## src/rtl/sad_pkg.sv

```systemverilog
// sad_pkg
// Shared constants for the SAD controller slice: datapath geometry, FSM state
// encoding and SRAM read/write encodings.
// Ports: none (package).
package sad_pkg;

    localparam int A_WIDTH  = 15;   // operand SRAM address width = log2(ITR) + BLK_LOG2
    localparam int D_WIDTH  = 8;    // operand pixel width
    localparam int CA_WIDTH = 7;    // result SRAM address width = log2(ITR)
    localparam int ITR      = 128;  // number of blocks
    localparam int BLK_LOG2 = 8;    // log2 pixels per block

    localparam int STATE_W = 3;

    // FSM state encoding
    localparam logic [STATE_W-1:0] ST_IDLE = 3'd0;
    localparam logic [STATE_W-1:0] ST_CLR  = 3'd1;
    localparam logic [STATE_W-1:0] ST_RD   = 3'd2;
    localparam logic [STATE_W-1:0] ST_DRN  = 3'd3;
    localparam logic [STATE_W-1:0] ST_WR   = 3'd4;
    localparam logic [STATE_W-1:0] ST_DONE = 3'd5;

    // SRAM R/W encodings
    localparam logic RD_OP = 1'b0;
    localparam logic WR_OP = 1'b1;

endpackage

```

## src/rtl/sad_addr_cnt.sv

```systemverilog
// sad_addr_cnt
// Block and pixel counters that form the operand/result addresses of the SAD
// controller. Clear has priority over increment on each counter.
// Ports:
//   clk, rst_n         clock (rising edge), asynchronous active-low reset
//   pix_clr, pix_inc   pixel counter clear / increment
//   blk_clr, blk_inc   block counter clear / increment
//   blk, pix           current counter values
//   pix_wrap           pixel counter is at its last pixel of the block
//   blk_wrap           block counter is at the last block
module sad_addr_cnt
    import sad_pkg::*;
#(
    parameter int BLK_W = CA_WIDTH,
    parameter int PIX_W = BLK_LOG2,
    parameter int N_BLK = ITR
) (
    input  logic             clk,
    input  logic             rst_n,
    input  logic             pix_clr,
    input  logic             pix_inc,
    input  logic             blk_clr,
    input  logic             blk_inc,
    output logic [BLK_W-1:0] blk,
    output logic [PIX_W-1:0] pix,
    output logic             pix_wrap,
    output logic             blk_wrap
);

    logic [BLK_W-1:0] blk_d, blk_q;
    logic [PIX_W-1:0] pix_d, pix_q;

    always_comb begin
        pix_d = pix_q;
        if (pix_clr) begin
            pix_d = '0;
        end else if (pix_inc) begin
            pix_d = pix_q + PIX_W'(1);
        end

        blk_d = blk_q;
        if (blk_clr) begin
            blk_d = '0;
        end else if (blk_inc) begin
            blk_d = blk_q + BLK_W'(1);
        end
    end

    always_ff @(posedge clk or negedge rst_n) begin
        if (!rst_n) begin
            pix_q <= '0;
            blk_q <= '0;
        end else begin
            pix_q <= pix_d;
            blk_q <= blk_d;
        end
    end

    assign blk      = blk_q;
    assign pix      = pix_q;
    assign pix_wrap = (pix_q == {PIX_W{1'b1}});
    assign blk_wrap = (blk_q == BLK_W'(N_BLK - 1));

endmodule

```

## src/rtl/sad_ctrl.sv

```systemverilog
// sad_ctrl
// Control FSM and address generator for the 128-block SAD datapath. For every
// block it clears the accumulator, streams 2^BLK_LOG2 pixel pairs from operand
// SRAMs A/B, drains the last returned pixel, then writes the registered SAD
// result into result SRAM C at the block index. Done is raised once every
// block has been stored.
// Optional feature: define SAD_ABORT_EN to add the Abort input, which returns
// the controller to IDLE without writing the partial block.
// Ports:
//   Clk, Rst          clock (rising edge), asynchronous active-low reset
//   Go                start request, accepted in IDLE/DONE
//   Abort             (SAD_ABORT_EN only) cancel the current run
//   Done, Busy        status
//   A_Addr, B_Addr    operand addresses {blk,pix}, valid in RD only
//   C_Addr            result address = blk, valid in WR only
//   I_RW, I_En        operand SRAM controls (always reading)
//   O_RW, O_En        result SRAM controls
//   Sum_Clr, Sum_Acc  accumulator strobes
// All outputs are decoded from registered state and counters only.
module sad_ctrl #(
    parameter int A_WIDTH  = sad_pkg::A_WIDTH,
    parameter int CA_WIDTH = sad_pkg::CA_WIDTH,
    parameter int ITR      = sad_pkg::ITR,
    parameter int BLK_LOG2 = sad_pkg::BLK_LOG2
) (
    input  logic                Clk,
    input  logic                Rst,
    input  logic                Go,
`ifdef SAD_ABORT_EN
    input  logic                Abort,
`endif
    output logic                Done,
    output logic                Busy,
    output logic [A_WIDTH-1:0]  A_Addr,
    output logic [A_WIDTH-1:0]  B_Addr,
    output logic [CA_WIDTH-1:0] C_Addr,
    output logic                I_RW,
    output logic                I_En,
    output logic                O_RW,
    output logic                O_En,
    output logic                Sum_Clr,
    output logic                Sum_Acc
);

    import sad_pkg::*;

    logic [STATE_W-1:0]  state_d, state_q;
    logic                pix_clr, pix_inc, blk_clr, blk_inc;
    logic                pix_wrap, blk_wrap;
    logic [CA_WIDTH-1:0] blk;
    logic [BLK_LOG2-1:0] pix;

    sad_addr_cnt #(
        .BLK_W (CA_WIDTH),
        .PIX_W (BLK_LOG2),
        .N_BLK (ITR)
    ) u_addr_cnt (
        .clk      (Clk),
        .rst_n    (Rst),
        .pix_clr  (pix_clr),
        .pix_inc  (pix_inc),
        .blk_clr  (blk_clr),
        .blk_inc  (blk_inc),
        .blk      (blk),
        .pix      (pix),
        .pix_wrap (pix_wrap),
        .blk_wrap (blk_wrap)
    );

    // Next-state and counter control. The pixel counter only returns to zero
    // through CLR, so it sits at its last value through DRN/WR; the addresses
    // are masked outside RD/WR so this is never visible.
    always_comb begin
        state_d = state_q;
        pix_clr = 1'b0;
        pix_inc = 1'b0;
        blk_clr = 1'b0;
        blk_inc = 1'b0;

        case (state_q)
            ST_IDLE: begin
                if (Go) begin
                    state_d = ST_CLR;
                end
            end
            ST_CLR: begin
                pix_clr = 1'b1;
                state_d = ST_RD;
            end
            ST_RD: begin
                if (pix_wrap) begin
                    state_d = ST_DRN;
                end else begin
                    pix_inc = 1'b1;
                end
            end
            ST_DRN: begin
                state_d = ST_WR;
            end
            ST_WR: begin
                if (blk_wrap) begin
                    blk_clr = 1'b1;
                    state_d = ST_DONE;
                end else begin
                    blk_inc = 1'b1;
                    state_d = ST_CLR;
                end
            end
            ST_DONE: begin
                if (Go) begin
                    state_d = ST_CLR;
                end
            end
            default: begin
                state_d = ST_IDLE;
            end
        endcase

`ifdef SAD_ABORT_EN
        // Abort overrides everything while busy. In WR the write strobe is
        // already on the bus this cycle, so that block still lands in C.
        if (Abort && (state_q == ST_CLR || state_q == ST_RD ||
                      state_q == ST_DRN || state_q == ST_WR)) begin
            state_d = ST_IDLE;
            pix_clr = 1'b1;
            pix_inc = 1'b0;
            blk_clr = 1'b1;
            blk_inc = 1'b0;
        end
`endif
    end

    always_ff @(posedge Clk or negedge Rst) begin
        if (!Rst) begin
            state_q <= ST_IDLE;
        end else begin
            state_q <= state_d;
        end
    end

    // Moore output decode. Accumulation lags the read address by one cycle
    // (SRAM read latency), so RD at pix 0 has nothing to accumulate and DRN
    // picks up the final pixel.
    always_comb begin
        Done    = (state_q == ST_DONE);
        Busy    = (state_q == ST_CLR) || (state_q == ST_RD) ||
                  (state_q == ST_DRN) || (state_q == ST_WR);
        Sum_Clr = (state_q == ST_CLR);
        Sum_Acc = ((state_q == ST_RD) && (pix != '0)) || (state_q == ST_DRN);
        I_RW    = RD_OP;
        I_En    = (state_q == ST_RD);
        O_En    = (state_q == ST_WR);
        O_RW    = (state_q == ST_WR) ? WR_OP : RD_OP;
        A_Addr  = (state_q == ST_RD) ? A_WIDTH'({blk, pix}) : '0;
        B_Addr  = A_Addr;
        C_Addr  = (state_q == ST_WR) ? blk : '0;
    end

endmodule

```

## config.mk

```make
export PLATFORM = sky130hd
export DESIGN_NAME = sad_ctrl
export DESIGN_NICKNAME = d
export VERILOG_FILES = /design/src/rtl/sad_pkg.sv /design/src/rtl/sad_addr_cnt.sv /design/src/rtl/sad_ctrl.sv
export SDC_FILE = /design/constraint.sdc
export NUM_CORES = 1
export LEC_CHECK = 0
export ABC_AREA = 1
export CAP_MARGIN = 25
export CELL_PAD_IN_SITES_DETAIL_PLACEMENT = 2
export CELL_PAD_IN_SITES_GLOBAL_PLACEMENT = 2
export CORE_MARGIN = 2
export CORE_UTILIZATION = 23
export DETAILED_ROUTE_END_ITERATION = 10
export HOLD_SLACK_MARGIN = 0.03
export PLACE_DENSITY_LB_ADDON = 0.1
export SETUP_SLACK_MARGIN = 0.1
export SYNTH_ARGS = -nofsm -noshare
export SYNTH_HDL_FRONTEND = slang
export SYNTH_SLANG_ARGS = --single-unit
```

## constraint.sdc

```tcl
create_clock -name Clk -period 2.1 [get_ports Clk]
set_input_delay 0.63 -clock Clk [delete_from_list [all_inputs] [get_ports Clk]]
set_output_delay 0.63 -clock Clk [all_outputs]
set_load 0.03 [all_outputs]
```

==> impl_metrics.sql <==
INSERT INTO impl_metrics (metric_group, metric, value, unit) VALUES
('setup_path', 'critPathCaptureType', 'primary output', ''),
('layout', 'finalNetCount', '242', ''),
('global_route', 'leftover_overflow_at_the_end_of_global_routing', '0', ''),
('clocking', 'htree_num_levels', '1', ''),
('global_route', 'initial_antenna_violation_count', '0', ''),
('detailed_routing', 'dr_total_vias', '1364', ''),
('logic_synthesis', 'synth.top_cells.by_count', 'nand2_1, nor2_1, inv_1', ''),
('logic_synthesis', 'yosys_warnings', '0', ''),
('logic_synthesis', 'netlist-cell-type-count', '24', ''),
('placement', 'total_half_perimeter_wirelength_after_legalization_and_detailed_placement', '3.42', 'mm'),
('run_status', 'status', 'complete, no violations', ''),
('logic_synthesis', 'syn_nets', '196', ''),
('power', 'p_leak', '0.991', 'nW'),
('floorplan', 'fp.dieW', '80.2', 'um'),
('logic_synthesis', 'syn_avg_cell_area', '7.03', 'um^2'),
('clocking', 'cts.clk_slew.worst_paths', '80', 'ps'),
('setup_path', 'worstPathRequired', '1470', 'ps'),
('floorplan', 'boundaryPins', '48', ''),
('sta', 'maxClockFrequency', '0.505', 'GHz'),
('logic_synthesis', 'async_s_r_ff_share_synth', '100', '%'),
('floorplan', 'rows', '27', ''),
('placement', 'place.gp.congestion', '0.830', ''),
('sta', 'unrepaired_setup_endpoints_after_global_routing', 'true', ''),
('logic_synthesis', 'synth_seq_cells', '18', ''),
('setup_path', 'path_max_fanout', '11', ''),
('floorplan', 'die_height', '80.2', 'um'),
('floorplan', 'initial_utilization', '24.1', '%'),
('layout', 'post-route-cell-area', '0.00196', 'mm^2'),
('global_route', 'maximum_number_of_pins_on_one_net_before_global_route_repair', '19', ''),
('global_route', 'global_route.usage.total', '14.4', '%'),
('clocking', 'cts_sinks', '18', ''),
('sta', 'period_share', '94.2', '%'),
('layout', 'areaGrowthSynthToFinish', '47.1', '%'),
('detailed_routing', 'first_pass_iters', '2', ''),
('sta', 'slew_violations', '0', ''),
('hold_path', 'hold_class', 'register to register', ''),
('layout', 'post-route-util', '35.5', '%'),
('detailed_routing', 'totalWireLength', '4.36', 'mm'),
('setup_path', 'worstSetupPathType', 'register to primary output', ''),
('detailed_routing', 'antenna_violating_nets_post_route', '0', ''),
('logic_synthesis', 'netlist_area', '0.00134', 'mm^2'),
('placement', 'placement.io_buffers', '46', ''),
('sta', 'period_needed', '1980', 'ps'),
('logic_synthesis', 'netlist.top_cell.by_area', 'dfrtp_1', ''),
('global_route', 'grt_first_pass_wirelength', '7.25', 'mm'),
('power', 'total_power', '668', 'uW'),
('power', 'power-per-cell-area', '340', 'mW/mm^2'),
('sta', 'final-hold-violation-count', '0', ''),
('setup_path', 'crit_start', 'state_q[1]', ''),
('logic_synthesis', 'syn-instance-count', '190', ''),
('sta', 'setup_violation_total_in_the_final_timing_report', '0', ''),
('logic_synthesis', 'post-synth-top-count-cell', 'nand2_1', ''),
('layout', 'drive_above_1_share', '44.7', '%'),
('detailed_routing', 'drt-initial-drc-count', '53', ''),
('clocking', 'clk-insertion-delay-late', '260', 'ps'),
('flow_run', 'cap_viol_max_count', '0', ''),
('clocking', 'ctsRootBufferMaster', 'clkbuf_8', ''),
('detailed_routing', 'wire_per_inst', '14.2', 'um'),
('clocking', 'number_of_buffers_added_by_the_clock_tree_synthesis_step', '3', ''),
('detailed_routing', 'avgViaCountPerCell', '4.44', ''),
('setup_path', 'critical_path.startpoint_type', 'register', ''),
('floorplan', 'design.die.area', '0.00643', 'mm^2'),
('clocking', 'clock_tree.buffer_depth', '2', ''),
('floorplan', 'core_region_area', '0.00554', 'mm^2'),
('clocking', 'tritoncts', 'done', ''),
('setup_path', 'timing.critical_path.arrival', '1350', 'ps'),
('logic_synthesis', 'synth_flop_cell', 'dfrtp_1', ''),
('global_route', 'grt_pass1_vias', '1466', ''),
('sta', 'tns', '0', 'ps'),
('setup_path', 'worstReg2RegStart', 'u_addr_cnt.pix[0]', ''),
('sta', 'skew', '1.50', 'ps'),
('power', 'peak_ir_drop_on_the_vdd_network', '251', 'uV'),
('logic_synthesis', 'number_of_enable_flip_flop_cells_after_synthesis', '0', ''),
('logic_synthesis', 'post_synth_main_area_contributors', 'dfrtp_1, nand2_1, buf_4, nor2_1, inv_1', ''),
('logic_synthesis', 'synth-seq-area-share', '33.7', '%'),
('placement', 'place_area', '0.00169', 'mm^2'),
('hold_path', 'worstHoldStart', 'u_addr_cnt.blk[4]', ''),
('detailed_routing', 'drcViolationCount', '0', ''),
('logic_synthesis', 'synth_top_cell_area_share', '33.7', '%'),
('layout', 'antennaDiodeCount', '0', '');
-- area by class of cell --
class | instances | area, um^2
clock buffers | 4 | 55.1
fillers | 672 | 3580
inverters | 29 | 119
multi-input cells | 124 | 716
flip-flops and latches | 18 | 452
well taps | 72 | 90.1
repair buffers | 60 | 533
-- cell families (layout without fill, tap and decap cells) --
| logic type | count (synthesis) | in the layout | share of synthesized area, % |
|---|---|---|---|
| DFF | 18 | 18 | 33.7 |
| other | 1 | 1 | 0.281 |
| AOI/OAI and AO/OA | 13 | 13 | 4.87 |
| buffers and inverters | 48 | 93 | 18.9 |
| and+or+nand+nor | 104 | 104 | 37.4 |
| xor gates and xnor gates | 3 | 3 | 1.97 |
| adders and majority gates | 3 | 3 | 2.81 |
-- per-layer routing --
| layer | track usage [%] | share of wire, % |
|---|---|---|
| met3 | 2.13 | 2.7 |
| met5 | 0 | 0 |
| met2 | 25.3 | 50 |
| met1 | 18.7 | 46 |
| met4 | 3.05 | 0.57 |
-- path summary, 6_finish.rpt --
kind / cells past startpoint / slack, ps / to
worst max-delay path: 6 / 120 / C_Addr[3]
worst min-delay path: 1 / 510 / u_addr_cnt.blk[4]
worst max register to register: 7 / 460 / u_addr_cnt.pix[7]
worst min register to register: 1 / 510 / u_addr_cnt.blk[4]
max in group asynchronous: 2 / 1140 / state_q[1]
min in group asynchronous: 2 / 720 / u_addr_cnt.blk[3]
-- cells in the final DEF, fill, tap and decap left out, types with 5 or more instances in the layout --
cell / count
nor2_2: 15
nor2_1: 12
nor2_4: 8
o21ai_1: 5
inv_2: 10
buf_4: 43
dfrtp_1: 17
nand2_1: 38
nand3_1: 17
buf_6: 12
nand4_1: 6
inv_1: 17
-- through the flow --
step / hold slack, ps / setup slack, ps / cells
after detailed placement: 501 / 222 / 294
after CTS: 515 / 93.6 / 305
after floorplan: 334 / 33.2 / 190
final: 511 / 122 / 307
after global placement: 479 / 267 / 294
after global routing: 533 / 31.1 / 307
-- critical path, stage by stage (launching register included) --
cell	delay, ps
dfrtp_2	460
inv_4	90
nand2_4	70
nor2_8	130
inv_8	80
nor2_1	100
buf_4	160
-- report_power, final --
group          total (mW)  leakage, nW  switching, mW  internal (mW)
Sequential          0.346        0.217              0          0.346
Combinational      0.0160        0.745         0.0114        0.00460
Clock               0.305       0.0288          0.138          0.167
Total               0.668        0.991          0.150          0.518
-- state kept, by name, summed over array words and instances (netlist names) --
name / flops
u_addr_cnt.pix: 8
u_addr_cnt.blk: 7
state_q: 3
-- what timing repair did --
item,4_1_cts,5_1_grt
pin swaps,2,1
hold buffers,0,0
setup buffers,7,2
resized for setup,12,32
endpoints found under the hold margin,0,0
setup endpoints to repair,42,31
No activity file was read; power rests on OpenSTA's default activity.
